===== src/rtl/id_ex_pipe_reg.sv =====
// id_ex_pipe_reg: ID/EX pipeline register of the 5-stage MIPS pipeline.
//
// Captures the ID-stage operands, immediate, register addresses, PC+4 and
// decoded control, and presents them to EX one cycle later. Contains the
// load-use hazard detector. On a hazard it loads a bubble and requests an
// upstream hold. A taken-branch flush also loads a bubble and has priority
// over the hazard.
//
// Optional feature: define ID_EX_PERF_CNT_EN to build the stall and flush
// performance counters. Without it, stall_cnt_o and flush_cnt_o are tied to 0.
//
// Ports:
//   clk_i, rst_i            clock (rising edge), async active-high reset
//   valid_i / valid_o       ID / EX holds a real instruction
//   flush_i                 kill the instruction entering EX
//   rs/rt/rd_i|_o           register addresses
//   rs/rt_data_i|_o         register file read data
//   imm_ext_i|_o            sign-extended immediate
//   pc_plus4_i|_o           PC+4
//   reg_write..branch_i|_o  decoded control bits
//   alu_op_i|_o             ALU op code
//   hazard_stall_o          combinational load-use hold request
//   stall_cnt_o/flush_cnt_o performance counters
module id_ex_pipe_reg #(
    parameter int unsigned DATA_W  = 32,
    parameter int unsigned REG_AW  = 5,
    parameter int unsigned ALUOP_W = 3
) (
    input  logic               clk_i,
    input  logic               rst_i,
    input  logic               valid_i,
    input  logic               flush_i,
    input  logic [REG_AW-1:0]  rs_i,
    input  logic [REG_AW-1:0]  rt_i,
    input  logic [REG_AW-1:0]  rd_i,
    input  logic [DATA_W-1:0]  rs_data_i,
    input  logic [DATA_W-1:0]  rt_data_i,
    input  logic [DATA_W-1:0]  imm_ext_i,
    input  logic [DATA_W-1:0]  pc_plus4_i,
    input  logic               reg_write_i,
    input  logic               mem_to_reg_i,
    input  logic               mem_read_i,
    input  logic               mem_write_i,
    input  logic               alu_src_i,
    input  logic               reg_dst_i,
    input  logic               branch_i,
    input  logic [ALUOP_W-1:0] alu_op_i,
    output logic               valid_o,
    output logic [REG_AW-1:0]  rs_o,
    output logic [REG_AW-1:0]  rt_o,
    output logic [REG_AW-1:0]  rd_o,
    output logic [DATA_W-1:0]  rs_data_o,
    output logic [DATA_W-1:0]  rt_data_o,
    output logic [DATA_W-1:0]  imm_ext_o,
    output logic [DATA_W-1:0]  pc_plus4_o,
    output logic               reg_write_o,
    output logic               mem_to_reg_o,
    output logic               mem_read_o,
    output logic               mem_write_o,
    output logic               alu_src_o,
    output logic               reg_dst_o,
    output logic               branch_o,
    output logic [ALUOP_W-1:0] alu_op_o,
    output logic               hazard_stall_o,
    output logic [31:0]        stall_cnt_o,
    output logic [31:0]        flush_cnt_o
);

    logic               r_valid;
    logic [REG_AW-1:0]  r_rs, r_rt, r_rd;
    logic [DATA_W-1:0]  r_rs_data, r_rt_data, r_imm_ext, r_pc_plus4;
    logic               r_reg_write, r_mem_to_reg, r_mem_read, r_mem_write;
    logic               r_alu_src, r_reg_dst, r_branch;
    logic [ALUOP_W-1:0] r_alu_op;

    logic w_rt_is_src;
    logic w_rt_match;
    logic w_hazard;
    logic w_load;
    logic w_ctrl_en;

    // Only an immediate-form ALU op leaves rt as a pure destination;
    // stores and branches still read it.
    assign w_rt_is_src = !(alu_src_i && !mem_write_i && !branch_i);
    assign w_rt_match  = (r_rt == rs_i) || ((r_rt == rt_i) && w_rt_is_src);

    // Built from flop outputs, so an async reset drops it immediately.
    assign w_hazard = r_valid && r_mem_read && (r_rt != '0) && valid_i && !flush_i
                      && w_rt_match;

    // Flush and hazard both load an all-zero bubble.
    assign w_load    = !flush_i && !w_hazard;
    assign w_ctrl_en = w_load && valid_i;

    always_ff @(posedge clk_i or posedge rst_i) begin
        if (rst_i) begin
            r_valid      <= 1'b0;
            r_rs         <= '0;
            r_rt         <= '0;
            r_rd         <= '0;
            r_rs_data    <= '0;
            r_rt_data    <= '0;
            r_imm_ext    <= '0;
            r_pc_plus4   <= '0;
            r_reg_write  <= 1'b0;
            r_mem_to_reg <= 1'b0;
            r_mem_read   <= 1'b0;
            r_mem_write  <= 1'b0;
            r_alu_src    <= 1'b0;
            r_reg_dst    <= 1'b0;
            r_branch     <= 1'b0;
            r_alu_op     <= '0;
        end else begin
            r_valid      <= w_ctrl_en;
            r_rs         <= w_load ? rs_i       : '0;
            r_rt         <= w_load ? rt_i       : '0;
            r_rd         <= w_load ? rd_i       : '0;
            r_rs_data    <= w_load ? rs_data_i  : '0;
            r_rt_data    <= w_load ? rt_data_i  : '0;
            r_imm_ext    <= w_load ? imm_ext_i  : '0;
            r_pc_plus4   <= w_load ? pc_plus4_i : '0;
            // Control is gated by valid_i so an empty slot can never write state.
            r_reg_write  <= w_ctrl_en & reg_write_i;
            r_mem_to_reg <= w_ctrl_en & mem_to_reg_i;
            r_mem_read   <= w_ctrl_en & mem_read_i;
            r_mem_write  <= w_ctrl_en & mem_write_i;
            r_alu_src    <= w_ctrl_en & alu_src_i;
            r_reg_dst    <= w_ctrl_en & reg_dst_i;
            r_branch     <= w_ctrl_en & branch_i;
            r_alu_op     <= w_ctrl_en ? alu_op_i : '0;
        end
    end

    assign valid_o        = r_valid;
    assign rs_o           = r_rs;
    assign rt_o           = r_rt;
    assign rd_o           = r_rd;
    assign rs_data_o      = r_rs_data;
    assign rt_data_o      = r_rt_data;
    assign imm_ext_o      = r_imm_ext;
    assign pc_plus4_o     = r_pc_plus4;
    assign reg_write_o    = r_reg_write;
    assign mem_to_reg_o   = r_mem_to_reg;
    assign mem_read_o     = r_mem_read;
    assign mem_write_o    = r_mem_write;
    assign alu_src_o      = r_alu_src;
    assign reg_dst_o      = r_reg_dst;
    assign branch_o       = r_branch;
    assign alu_op_o       = r_alu_op;
    assign hazard_stall_o = w_hazard;

`ifdef ID_EX_PERF_CNT_EN
    logic [31:0] r_stall_cnt;
    logic [31:0] r_flush_cnt;

    // Free-running counters; wrap naturally at 2^32.
    always_ff @(posedge clk_i or posedge rst_i) begin
        if (rst_i) begin
            r_stall_cnt <= '0;
            r_flush_cnt <= '0;
        end else begin
            if (w_hazard) r_stall_cnt <= r_stall_cnt + 32'd1;
            if (flush_i)  r_flush_cnt <= r_flush_cnt + 32'd1;
        end
    end

    assign stall_cnt_o = r_stall_cnt;
    assign flush_cnt_o = r_flush_cnt;
`else
    assign stall_cnt_o = '0;
    assign flush_cnt_o = '0;
`endif

endmodule


===== config.mk =====
export PLATFORM = sky130hd
export DESIGN_NAME = id_ex_pipe_reg
export DESIGN_NICKNAME = d
export VERILOG_FILES = /design/src/rtl/id_ex_pipe_reg.sv
export SDC_FILE = /design/constraint.sdc
export NUM_CORES = 1
export LEC_CHECK = 0
export CORE_AREA = 2 2 146 148
export DETAILED_ROUTE_END_ITERATION = 8
export DIE_AREA = 0 0 148 150
export PLACE_DENSITY_LB_ADDON = 0.12
export SETUP_SLACK_MARGIN = 0.1
export SLEW_MARGIN = 20
export SYNTH_ARGS = -nofsm -noshare
export SYNTH_HDL_FRONTEND = slang
export SYNTH_SLANG_ARGS = --single-unit

===== constraint.sdc =====
create_clock -name clk_i -period 13.5 [get_ports clk_i]
set_clock_uncertainty 0.05 [all_clocks]
set_input_delay 1.35 -clock clk_i [delete_from_list [all_inputs] [get_ports clk_i]]
set_output_delay 1.35 -clock clk_i [all_outputs]
set_load 0.01 [all_outputs]

# Word level (Yosys, flattened, before mapping)
# Cells that the tools add are included.
[classes] n_eq_ne=2 mux=8 n_bitwise=7 reduce_logical=17
[ops] cell="32-bit two-way mux" n=4
[ops] cell="5-bit two-way mux" n=3
[ops] cell="5-bit equality test" n=2
[ops] cell="1-bit logical AND" n=10
[ops] cell="1-bit AND" n=7
[ops] cell="1-bit zero test" n=5
[ops] cell="5-bit nonzero test" n=1
[ops] cell="3-bit two-way mux" n=1
[ops] cell="1-bit logical OR" n=1
[totals] regBits=154 inputBits=157 out_inout_bits=219 elab_cells=50

# Logic depth before layout (Yosys ltp)
[logic_depth] word_depth=11 ltp_mapped=7 ltp_nobuf=4

# Worst setup path after synthesis
# No wires, ideal clock.
[synth_path] kind="input -> output" startpoint="in rt_i[2]" endpoint="out hazard_stall_o" arrival_ps=2240 t_required_ps=12100 setup_slack_ps=9860 stages=5 path_buffers=1 cell_sequence="xor2_1 -> nor4_1 -> a22o_2 -> buf_6 -> and2_1"
[synth_between] elab_chain_len=4
[synth_rtl] item="start: declaration" line="34" text="input logic [REG_AW-1:0] rt_i,"
[synth_rtl] item="5-bit equality test" line="85" text="assign w_rt_match = (r_rt == rs_i) || ((r_rt == rt_i) && w_rt_is_src);"
[synth_rtl] item="1-bit logical AND" line="85"
[synth_rtl] item="1-bit logical OR" line="85"
[synth_rtl] item="1-bit logical AND" line="89" text="&& w_rt_match;"
[synth_rtl] item="end: declaration" line="64" text="output logic hazard_stall_o,"
# No other way between the ends.

# Worst setup path after layout
[layout_path] startpoint="in rt_i[3]" endpoint="out hazard_stall_o"
# Same word-level chain as after synthesis.

==> summary.txt <==
Power and ir drop
  • Clock Power Share: 0.407
  • Power density cells: 112 mW/mm²
  • Comb pwr share: 0.157
  • Int Power: about 0.85 mW
  • Tot Pwr: around 1.1 mW
  • Reg power frac: 0.436
  • Switching share of power: 0.247
  • Worst VDD drop: roughly 0.000084 V
  • Sw power: 0.278 mW
  • Static leakage: 4.44 nW

Placed design
  • Placed Cells: 1,139
  • Routability cong.: 0.791
  • Port bufs: 311
  • Pre-CTS WS: 8.14 ns
  • Detailed Place HPWL: 13.8 mm

Setup path
  • Critical Path RT: 12.10 ns
  • Cells along the critical path: clkdlybuf4s50_1 -> xor2_1 -> a21oi_1 -> a22o_4 -> and2_1 -> clkdlybuf4s50_1
  • Slowest cell on the critical path: a22o_4
  • CP delay by family, top: compound AO/OA/AOI/OAI gates
  • Bufs and invs on worst path: 2
  • Setup crit start kind: input pin
  • Crit path max fanout: 69
  • Most frequent cell on the critical path: clkdlybuf4s50_1
  • Crit-path max cell delay: 0.73 ns
  • CP Depth: 6
  • Crit. End Element: output pin
  • Arr. time, crit path: 3.92 ns
  • CP Class: input pin to output pin
  • Reg2reg path depth: 5

GRT
  • Tot GR Track Use: 0.180
  • Global-route wire length before repair: ~30 mm
  • Initial antenna violation count: 0
  • Final global-route overflow total: 0
  • Vias in the first global route: approximately 5,300
  • Largest net degree at the start of global routing: 144

CTS
  • CTS tree: done
  • Root Buffer: clkbuf_16
  • Num CTS Buffers: 17
  • H-tree Lvls: 4
  • CTS Hold Bufs: 0
  • Clk buf depth: 2
  • CTS resizes: 0
  • Clock transition at the registers of the reported paths: approximately 0.060 ns
  • TritonCTS Sinks: between 150 and 200
  • Total setup buffers inserted after CTS: 0
  • Clk Latency, worst-skew pair: 0.42 ns

Floorplanning
  • Ports: 376
  • Die area: 0.0222 mm²
  • Die Y: about 150 µm
  • Die width: 148 µm
  • Initial Util: 0.316
  • Num rows: between 50 and 60
  • Core Area: about 0.021 mm²

Synth
  • Post-synth EDFFs: 0
  • Post-synthesis sequential area ratio: 0.589
  • Post-synth top area share: 0.589
  • Seq cells post-synth: 154
  • Top post-synthesis cells by count: a21oi_1 (155), dfrtp_1 (154), nand2b_1 (143)
  • Area leader, netlist: dfrtp_1
  • Post-synthesis cell count: 600
  • Cell variety after synth: 20
  • Ys Warns: 0
  • Async S/R FF share, synth: 1.00
  • Synthesized area per cell: about 11 µm²
  • Top_reg_cell synth: dfrtp_1
  • Leading post-synthesis cells by cell area: dfrtp_1 (59%), nand2b_1 (14%), a21oi_1 (12%), buf_4 (7.3%), buf_6 (2.6%)
  • Top-count cell post-synth: a21oi_1
  • Post-Syn Area: 0.00655 mm²

STA
  • Achievable Freq: 188 MHz
  • Unrepaired setup endpoints after global routing: no
  • Clock period minus worst slack: about 5.3 ns
  • Setup violations, final: 0
  • Max-slew violations: 0
  • Setup TNS: 0 ns
  • Pin slew with the least headroom to its limit: 1.03 ns
  • Final hold viol count: 0
  • Slew margin rel.: 0.311
  • Final cycle utilization of the critical path: 0.394
  • Setup ws final: just over 8 ns

Drt
  • DRT met1 WL: between 7 and 8 mm
  • Vias per cell: 4.41
  • Met3 WL: 2.16 mm
  • Final WL: 20.3 mm
  • Drt drc: 0
  • Uppermost layer routed: met4
  • Post-route antenna net violation count: 0
  • Wire length on met2: 9.89 mm
  • Routed wire per std cell: roughly 17 µm
  • Via count: 5,168
  • Drt pass-1 iters: 4
  • DRT iter0 DRCs: 221

Cells and area
  • FF+latch area: 0.00385 mm²
  • Final Non-Filler Cells: 1,171
  • Share of layout cells above drive strength 1: 0.0435
  • Syn-to-layout area delta: 53.4%
  • Final Core Density: 0.485
  • Area of the multi-input gates: between 0.002 and 0.0025 mm²
  • Fillcell total: approximately 1,900
  • Total Nets Final: about 1,000
  • Antenna Cells: 0

Flow run
  • Max Cap Viol: 0

Outcome
  • Status: finished, final reports clean

Hold path
  • Hold depth: 4
  • Tightest Hold Check Type: register to register
## cells by family after synthesis
logic type	synth area share
AND/OR/NAND/NOR	0.149
AO/OA/AOI/OAI	0.121
flip-flops	0.589
buffers and inverters	0.127
XOR/XNOR	0.0134
other	0.000573
## power by group through the flow
stage / clock, mW / sequential [mW] / combinational [mW]
finish: 0.459 / 0.493 / 0.177
CTS: 0.471 / 0.493 / 0.179
global route: 0.489 / 0.495 / 0.192
detailed placement: 0 / 0.501 / 0.179
floorplan: 0 / 0.513 / 0.0732
global placement: 0 / 0.501 / 0.178
## cell type report
type	count	share of cell area
sequential	154	0.384
timing repair buffer	316	0.314
multi-input combinational	393	0.211
clock buffer	22	0.0472
tap	275	0.0343
clock inverter	10	0.00910
inverter	1	0.000872
## sequential cells by signal, summed over array words and instances, names as in the netlist, 3 cells and up
name	count
alu_op_o	3
rs_data_o	32
rt_data_o	32
rd_o	5
pc_plus4_o	32
rt_o	5
imm_ext_o	32
rs_o	5
## metrics by stage
step / hold slack [ns] / instance area [µm²]
floorplan: 0.770 / 6780
global placement: 1.02 / 9470
detailed placement: 1.06 / 9470
CTS: 1.08 / 10000
global route: 1.14 / 10000
finish: 1.07 / 10000
## layer usage
layer | GRT usage | up-vias
met5 | 0 | -
met4 | 0.0624 | 0
met2 | 0.294 | 257
met3 | 0.0713 | 24
li1 | - | 2376
met1 | 0.218 | 2511
## layout by cell type, fill, tap and decap left out
cell / instances
buf_4: 5
clkbuf_1: 2
clkinv_4: 2
buf_6: 1
nand2b_1: 143
nor4_1: 1
clkdlybuf4s50_1: 310
xor2_1: 10
nand3_1: 1
clkinvlp_4: 2
nor2_1: 3
a21boi_0: 1
clkinv_2: 4
a22o_4: 1
nor2b_1: 1
nand2_1: 10
clkbuf_8: 3
nor3_1: 2
a21oi_1: 154
inv_6: 2
conb_1: 64
a21oi_4: 1
clkbuf_16: 17
dfrtp_1: 154
and2_1: 1
bufinv_16: 1
## final timing paths
kind | startpoint | endpoint | slack (ns)
max in group asynchronous | rst_i | rt_data_o[4] | 10.69
hold / removal | mem_read_o | rs_data_o[0] | 1.07
setup / recovery | rt_i[3] | hazard_stall_o | 8.18
setup reg to reg | rt_o[3] | valid_o | 10.30
min in group asynchronous | rst_i | rt_data_o[31] | 1.49
hold reg to reg | mem_read_o | rs_data_o[0] | 1.07
## worst reg2reg max path, stage by stage (launching register included)
cell      delay, ns
dfrtp_1        0.49
xor2_1         0.21
a21oi_1        0.44
a22o_4         0.74
buf_4          0.88
a21boi_0       0.21
(Power assumes the default switching activity.)
